## src/rtl/seq_det_pkg.sv

```systemverilog
// Shared state encoding and default sizing for the serial pattern detector.
package seq_det_pkg;

  localparam int DEF_PAT_W = 3;
  localparam int DEF_CNT_W = 8;

  typedef enum logic [1:0] {
    IDLE = 2'b00,
    RUN  = 2'b01,
    HOLD = 2'b10
  } state_t;

endpackage

```

## src/rtl/seq_det_ctrl_if.sv

```systemverilog
// Config, bit-stream handshake and status bundle of the pattern detector.
// master = stream source / software side, slave = detector controller.
interface seq_det_ctrl_if #(
  parameter int PAT_W = seq_det_pkg::DEF_PAT_W,
  parameter int CNT_W = seq_det_pkg::DEF_CNT_W
);
  logic             cfg_we;
  logic [PAT_W-1:0] cfg_pattern;
  logic [CNT_W-1:0] cfg_thresh;
  logic             start;
  logic             stop;
  logic             din_valid;
  logic             din;
  logic             din_ready;
  logic             match;
  logic [CNT_W-1:0] det_count;
  logic             done;
  logic             busy;
  logic [1:0]       state_out;

  modport master (
    output cfg_we, cfg_pattern, cfg_thresh, start, stop, din_valid, din,
    input  din_ready, match, det_count, done, busy, state_out
  );

  modport slave (
    input  cfg_we, cfg_pattern, cfg_thresh, start, stop, din_valid, din,
    output din_ready, match, det_count, done, busy, state_out
  );
endinterface

```

## src/rtl/seq_shift_match.sv

```systemverilog
// Bit history shift register with fill tracking and pattern comparator.
// Latency: hit is combinational with the shifted bit; history updates next edge.
// Backpressure: none, shifts only when shift_en is asserted by the controller.
module seq_shift_match #(
  parameter int PAT_W = 3
) (
  input  logic             clk,
  input  logic             rst,
  input  logic             shift_en,
  input  logic             clr,
  input  logic             din,
  input  logic [PAT_W-1:0] pattern,
  output logic             hit
);
  localparam int HW = PAT_W - 1;
  localparam int FW = $clog2(PAT_W);
  localparam logic [FW-1:0] FULL = FW'(HW);

  logic [HW-1:0]    history;
  logic [FW-1:0]    fill;
  logic [PAT_W-1:0] window;

  // Window is the pattern-length view including the bit being accepted now.
  assign window = {history, din};
  assign hit    = shift_en & (fill == FULL) & (window == pattern);

  always_ff @(posedge clk or posedge rst) begin
    if (rst) begin
      history <= '0;
      fill    <= '0;
    end else if (clr) begin
      history <= '0;
      fill    <= '0;
    end else if (shift_en) begin
      history <= window[HW-1:0];
      if (fill != FULL) fill <= fill + FW'(1);
    end
  end
endmodule

```

## src/rtl/seq_det_ctrl.sv

```systemverilog
// Run controller for a serial pattern detector; SEQ_DET_NOOVERLAP_EN selects non-overlapping matching.
// Latency: match is same-cycle with the accepted bit; det_count/done update one edge later.
// Backpressure: din_ready is high only in RUN; HOLD and IDLE stall the stream.
module seq_det_ctrl
  import seq_det_pkg::*;
#(
  parameter int PAT_W = DEF_PAT_W,
  parameter int CNT_W = DEF_CNT_W
) (
  input  logic          clk,
  input  logic          rst,
  seq_det_ctrl_if.slave bus
);
`ifdef SEQ_DET_NOOVERLAP_EN
  localparam bit NOOVERLAP = 1'b1;
`else
  localparam bit NOOVERLAP = 1'b0;
`endif

  state_t           state, state_nxt;
  logic [PAT_W-1:0] pattern;
  logic [CNT_W-1:0] thresh;
  logic [CNT_W-1:0] det_count;
  logic [CNT_W-1:0] cnt_inc;
  logic             done;
  logic             in_run;
  logic             acc;
  logic             hit;
  logic             fresh;
  logic             thr_hit;
  logic             sm_clr;

  assign in_run  = (state == RUN);
  assign acc     = bus.din_valid & in_run;
  assign fresh   = bus.start & ~bus.stop & ((state == IDLE) | (state == HOLD));
  assign cnt_inc = det_count + CNT_W'(1);
  assign thr_hit = hit & (thresh != '0) & (cnt_inc == thresh);
  assign sm_clr  = fresh | (NOOVERLAP & hit);

  seq_shift_match #(.PAT_W(PAT_W)) u_match (
    .clk      (clk),
    .rst      (rst),
    .shift_en (acc),
    .clr      (sm_clr),
    .din      (bus.din),
    .pattern  (pattern),
    .hit      (hit)
  );

  always_ff @(posedge clk or posedge rst) begin
    if (rst) state <= IDLE;
    else     state <= state_nxt;
  end

  // stop outranks start and threshold everywhere.
  always_comb begin
    state_nxt = state;
    case (state)
      IDLE: if (bus.stop) state_nxt = IDLE;
            else if (bus.start) state_nxt = RUN;
      RUN:  if (bus.stop) state_nxt = IDLE;
            else if (thr_hit) state_nxt = HOLD;
      HOLD: if (bus.stop) state_nxt = IDLE;
            else if (bus.start) state_nxt = RUN;
      default: state_nxt = IDLE;
    endcase
  end

  always_comb begin
    bus.din_ready = in_run;
    bus.busy      = in_run;
    bus.match     = hit;
    bus.det_count = det_count;
    bus.done      = done;
    bus.state_out = state;
  end

  always_ff @(posedge clk or posedge rst) begin
    if (rst) begin
      pattern <= '0;
      thresh  <= '0;
    end else if (bus.cfg_we && state == IDLE) begin
      pattern <= bus.cfg_pattern;
      thresh  <= bus.cfg_thresh;
    end
  end

  // A bit accepted on the stop cycle still counts; the counter never wraps.
  always_ff @(posedge clk or posedge rst) begin
    if (rst) begin
      det_count <= '0;
      done      <= 1'b0;
    end else begin
      if (fresh) det_count <= '0;
      else if (hit && det_count != '1) det_count <= cnt_inc;

      if (fresh) done <= 1'b0;
      else if (bus.stop) done <= 1'b0;
      else if (in_run && thr_hit) done <= 1'b1;
    end
  end
endmodule

```

## src/flat_wrapper.sv

```systemverilog
// flat-port wrapper written by rule: the top's interface ports become plain ports
module seq_det_ctrl_flat import seq_det_pkg::*;
#(
  parameter int PAT_W = DEF_PAT_W,
  parameter int CNT_W = DEF_CNT_W
)
  (clk, rst, bus_cfg_we, bus_cfg_pattern, bus_cfg_thresh, bus_start, bus_stop, bus_din_valid, bus_din, bus_din_ready, bus_match, bus_det_count, bus_done, bus_busy, bus_state_out);
  seq_det_ctrl_if #(.PAT_W(PAT_W), .CNT_W(CNT_W)) bus_i ();
  input  logic clk;
  input  logic rst;
  input wire logic [$bits(bus_i.cfg_we)-1:0] bus_cfg_we;
  input wire logic [$bits(bus_i.cfg_pattern)-1:0] bus_cfg_pattern;
  input wire logic [$bits(bus_i.cfg_thresh)-1:0] bus_cfg_thresh;
  input wire logic [$bits(bus_i.start)-1:0] bus_start;
  input wire logic [$bits(bus_i.stop)-1:0] bus_stop;
  input wire logic [$bits(bus_i.din_valid)-1:0] bus_din_valid;
  input wire logic [$bits(bus_i.din)-1:0] bus_din;
  output wire logic [$bits(bus_i.din_ready)-1:0] bus_din_ready;
  output wire logic [$bits(bus_i.match)-1:0] bus_match;
  output wire logic [$bits(bus_i.det_count)-1:0] bus_det_count;
  output wire logic [$bits(bus_i.done)-1:0] bus_done;
  output wire logic [$bits(bus_i.busy)-1:0] bus_busy;
  output wire logic [$bits(bus_i.state_out)-1:0] bus_state_out;
  assign bus_i.cfg_we = bus_cfg_we;
  assign bus_i.cfg_pattern = bus_cfg_pattern;
  assign bus_i.cfg_thresh = bus_cfg_thresh;
  assign bus_i.start = bus_start;
  assign bus_i.stop = bus_stop;
  assign bus_i.din_valid = bus_din_valid;
  assign bus_i.din = bus_din;
  assign bus_din_ready = bus_i.din_ready;
  assign bus_match = bus_i.match;
  assign bus_det_count = bus_i.det_count;
  assign bus_done = bus_i.done;
  assign bus_busy = bus_i.busy;
  assign bus_state_out = bus_i.state_out;
  seq_det_ctrl #(.PAT_W(PAT_W), .CNT_W(CNT_W)) u_core (.clk(clk), .rst(rst), .bus(bus_i));
endmodule
```

## config.mk

```make
export PLATFORM = sky130hd
export DESIGN_NAME = seq_det_ctrl_flat
export DESIGN_NICKNAME = d
export VERILOG_FILES = /design/src/rtl/seq_det_pkg.sv /design/src/rtl/seq_det_ctrl_if.sv /design/src/rtl/seq_shift_match.sv /design/src/rtl/seq_det_ctrl.sv /design/src/flat_wrapper.sv
export SDC_FILE = /design/constraint.sdc
export NUM_CORES = 1
export LEC_CHECK = 0
export CORE_ASPECT_RATIO = 0.6
export CORE_MARGIN = 4
export CORE_UTILIZATION = 30
export CTS_CLUSTER_SIZE = 25
export DETAILED_ROUTE_END_ITERATION = 8
export MAX_ROUTING_LAYER = met4
export SYNTH_ARGS = -nofsm -noshare
export SYNTH_HDL_FRONTEND = slang
export SYNTH_SLANG_ARGS = --single-unit
```

## constraint.sdc

```tcl
create_clock -name clk -period 2.7 [get_ports clk]
set_clock_uncertainty 0.2 [all_clocks]
set_input_delay 0.54 -clock clk [delete_from_list [all_inputs] [get_ports clk]]
set_output_delay 0.54 -clock clk [all_outputs]
set_load 0.02 [all_outputs]
```

==> results.tsv <==
stage	metric	value	unit
finish	post_route_cells_drive_above_1_share	14.5	%
timing	setup_tns	0	ps
setup_path	worst-r2r-setup-slack	380	ps
die	vertical_die_dimension	61.9	µm
timing	finalWorstPathRequiredPeriod	2620	ps
finish	post-route-util	41.5	%
setup_path	critPathRequiredTime	1960	ps
setup_path	timing.critical_path.fanout_max	2	
synthesis	main_combinational_cell_family_by_area_after_synthesis	simple AND/OR/NAND/NOR gates	
detailed_routing	drt_pre_antenna_iters	4	
grt	grt_max_degree	27	
clocking	cts-buffers-inserted	3	
synthesis	synthAdderAreaFrac	1.73	%
synthesis	synth_area_per_inst	10.4	µm²
detailed_routing	num_vias	1193	
grt	global_route.overflow_total	0	
timing	fin_crit_sh	97.0	%
timing	slew-limit-headroom	73.2	%
finish	area_delta_synth_final	32.0	%
synthesis	synth_simple_gate_area_share	20.4	%
timing	final-max-slew-violation-count	0	
grt	grt_pass1_vias	1154	
clocking	h-tree-depth	1	
synthesis	post_synth_num_cell_types	35	
grt	groute.usage.overall	13.0	%
die	dieWidth	97.8	µm
detailed_routing	drtIter0Drc	77	
place	gpl.final_weighted_congestion	0.914	
synthesis	synthArstFlopShare	100	%
synthesis	post_synth_main_area_contributors	sky130_fd_sc_hd__dfrtp_1, sky130_fd_sc_hd__mux2_2, sky130_fd_sc_hd__xnor2_1	
detailed_routing	routed_wire_length_per_instance	15.1	µm
detailed_routing	postRouteAntennaNets	0	
setup_path	endpoint_kind	output pin	
timing	rsz0062_at_grt	no	
clocking	clock_insertion_delay_worst_skew	280	ps
synthesis	synth_enable_flop_cells	0	
place	hpwlAfterDp	2790	µm
clocking	cts.reportedPaths.clkPinSlew	80	ps
synthesis	library_cell_occupying_the_most_area_in_the_post_synthesis_netlist	sky130_fd_sc_hd__dfrtp_1	
synthesis	syn-cell-area	1450	µm²
run_status	run_status	completed	
die	top_level_ports	32	
synthesis	post_synth_inst_count	140	
detailed_routing	vias_per_cell	5.06	
setup_path	arrival_time_at_the_worst_endpoint	1880	ps
synthesis	top_ff_cell_synth	sky130_fd_sc_hd__dfrtp_1	
synthesis	synth_nets	160	
power_and_ir_drop	p_per_area	542	nW/µm²
die	floorplan.die_area	6050	µm²
power_and_ir_drop	worst_supply_voltage_drop_on_vdd	0.204	mV
clocking	clock_tree_from_tritoncts	done	
timing	fmax	0.382	GHz
run	drv_cap	0	
synthesis	synth_xor_xnor_area_share	8.46	%
die	rows	19	
min_path	hold_class	reg -> reg	
die	placeableCoreArea	4610	µm²
power_and_ir_drop	cellLeakagePower	0.816	nW
clocking	tritoncts_num_sinks	26	
clocking	clockRootBuffer	sky130_fd_sc_hd__clkbuf_8	
setup_path	path_class	in -> out	
clocking	cts_setup_buffers	0	
synthesis	synth_warnings	0	
power_and_ir_drop	power.total	1.04	mW
finish	num_antenna_cells	0	
timing	timing_hold_violations_final	0	
place	portBuffers	31	
synthesis	seq_total_area_yosys	44.9	%
detailed_routing	finalWirelength	3560	µm
detailed_routing	remaining_drc_errors	0	
grt	grt_antenna_before_repair	0	
finish	design.final.nets	194	
timing	timing_worst_slew_pin_value	402	ps
timing	setup-violations-final	0	
synthesis	postSynthRegisterBits	26	
grt	global_route_wire_length_before_repair	5910	µm
synthesis	synth.top_cell.area_share	44.9	%
die	initial_utilization	31.4	%
clocking	hold_buffers	0	
setup_path	cp-start-kind	input port	
clocking	max-clock-path-buffers	2	
synthesis	compound_cell_area_share_of_the_yosys_netlist	9.40	%
synthesis	synthMuxAreaShare	12.0	%
-- layout make-up --
type,count,area [µm²]
Clock buffer,3,41.3
Clock inverter,1,30.0
Fill cell,458,2700
Inverter,3,11.3
Multi-Input combinational cell,104,754
Sequential cell,26,651
Tap cell,63,78.8
Timing Repair Buffer,36,348
-- layer usage --
layer	up-vias	GRT usage [%]	part of all wire, %
met5	-	-	0
met4	0	2.56	0.39
met3	2	3.46	6.6
met2	38	18.8	41
met1	580	18.3	52
li1	573	-	-
-- placed cells by master, fill, tap and decap left out, types with 3 or more instances in the layout --
cell type,synthesis,final
sky130_fd_sc_hd__and3_1,5,5
sky130_fd_sc_hd__clkbuf_8,0,3
sky130_fd_sc_hd__mux2i_1,5,5
sky130_fd_sc_hd__dfrtp_1,26,26
sky130_fd_sc_hd__nand2_1,8,8
sky130_fd_sc_hd__nor2_1,12,12
sky130_fd_sc_hd__buf_4,1,5
sky130_fd_sc_hd__xor2_1,7,7
sky130_fd_sc_hd__nor4_1,4,4
sky130_fd_sc_hd__xnor2_1,7,7
sky130_fd_sc_hd__clkdlybuf4s50_1,0,30
sky130_fd_sc_hd__o21ai_0,8,8
sky130_fd_sc_hd__nand3_1,9,9
sky130_fd_sc_hd__mux2_2,11,11
sky130_fd_sc_hd__inv_1,3,3
-- timing repair --
item	in CTS	in global routing
resized for setup	1	1
pin swaps	0	0
hold endpoints to repair	0	0
endpoints found under the setup margin	1	1
-- logic make-up (layout without fill, tap and decap cells) --
| family | after synthesis | in the layout |
|---|---|---|
| mux | 16 | 16 |
| fa+ha+maj | 2 | 2 |
| xor+xnor | 14 | 14 |
| compound gates | 21 | 21 |
| simple gates | 51 | 51 |
| buf+inv | 10 | 43 |
| flops | 26 | 26 |
-- cells in the mapped netlist (all sizes together), types with 3 or more instances --
cell type  number
and3            5
buf             4
clkbuf          3
dfrtp          26
inv             3
mux2           11
mux2i           5
nand2           8
nand3           9
nand4b          3
nor2           12
nor4            6
o21ai           8
xnor2           7
xor2            7
-- registers in the layout, indices dropped and copies added (netlist names) --
name / count
u_core.bus.done: 1
u_core.u_match.fill: 2
u_core.bus.det_count: 8
u_core.bus.state_out: 2
u_core.u_match.history: 2
u_core.thresh: 8
u_core.pattern: 3
-- worst max-delay path: stages --
cell and delay [ps]:
sky130_fd_sc_hd__clkdlybuf4s50_1 490, sky130_fd_sc_hd__nand4b_2 150, sky130_fd_sc_hd__nor4_4 350, sky130_fd_sc_hd__clkdlybuf4s15_1 350
-- where the power goes --
group	internal, mW	total (mW)	switching, mW
Sequential	0.438	0.489	0.0511
Combinational	0.118	0.223	0.105
Clock	0.198	0.325	0.127
-- stage by stage --
step                worst slack [ps]  hold slack (ps)  std cells  cell area (µm²)
global route                    16.0              349        236             1910
global placement                -239              261        232             1840
floorplan                        500              248        140             1450
detailed placement              -233              285        232             1840
CTS                             53.1              304        236             1910
finish                          82.3              300        236             1910
-- path summary, 6_finish.rpt --
path                                          from                       to  cells after the start
setup reg to reg           u_core.bus.det_count[0]  u_core.bus.state_out[0]                      6
hold / removal                     u_core.bus.done          u_core.bus.done                      1
hold reg to reg                    u_core.bus.done          u_core.bus.done                      1
setup / recovery                     bus_din_valid                bus_match                      4
min in group asynchronous                      rst        u_core.pattern[0]                      3
max in group asynchronous                      rst  u_core.bus.det_count[2]                      3
(Power assumes the default switching activity.)
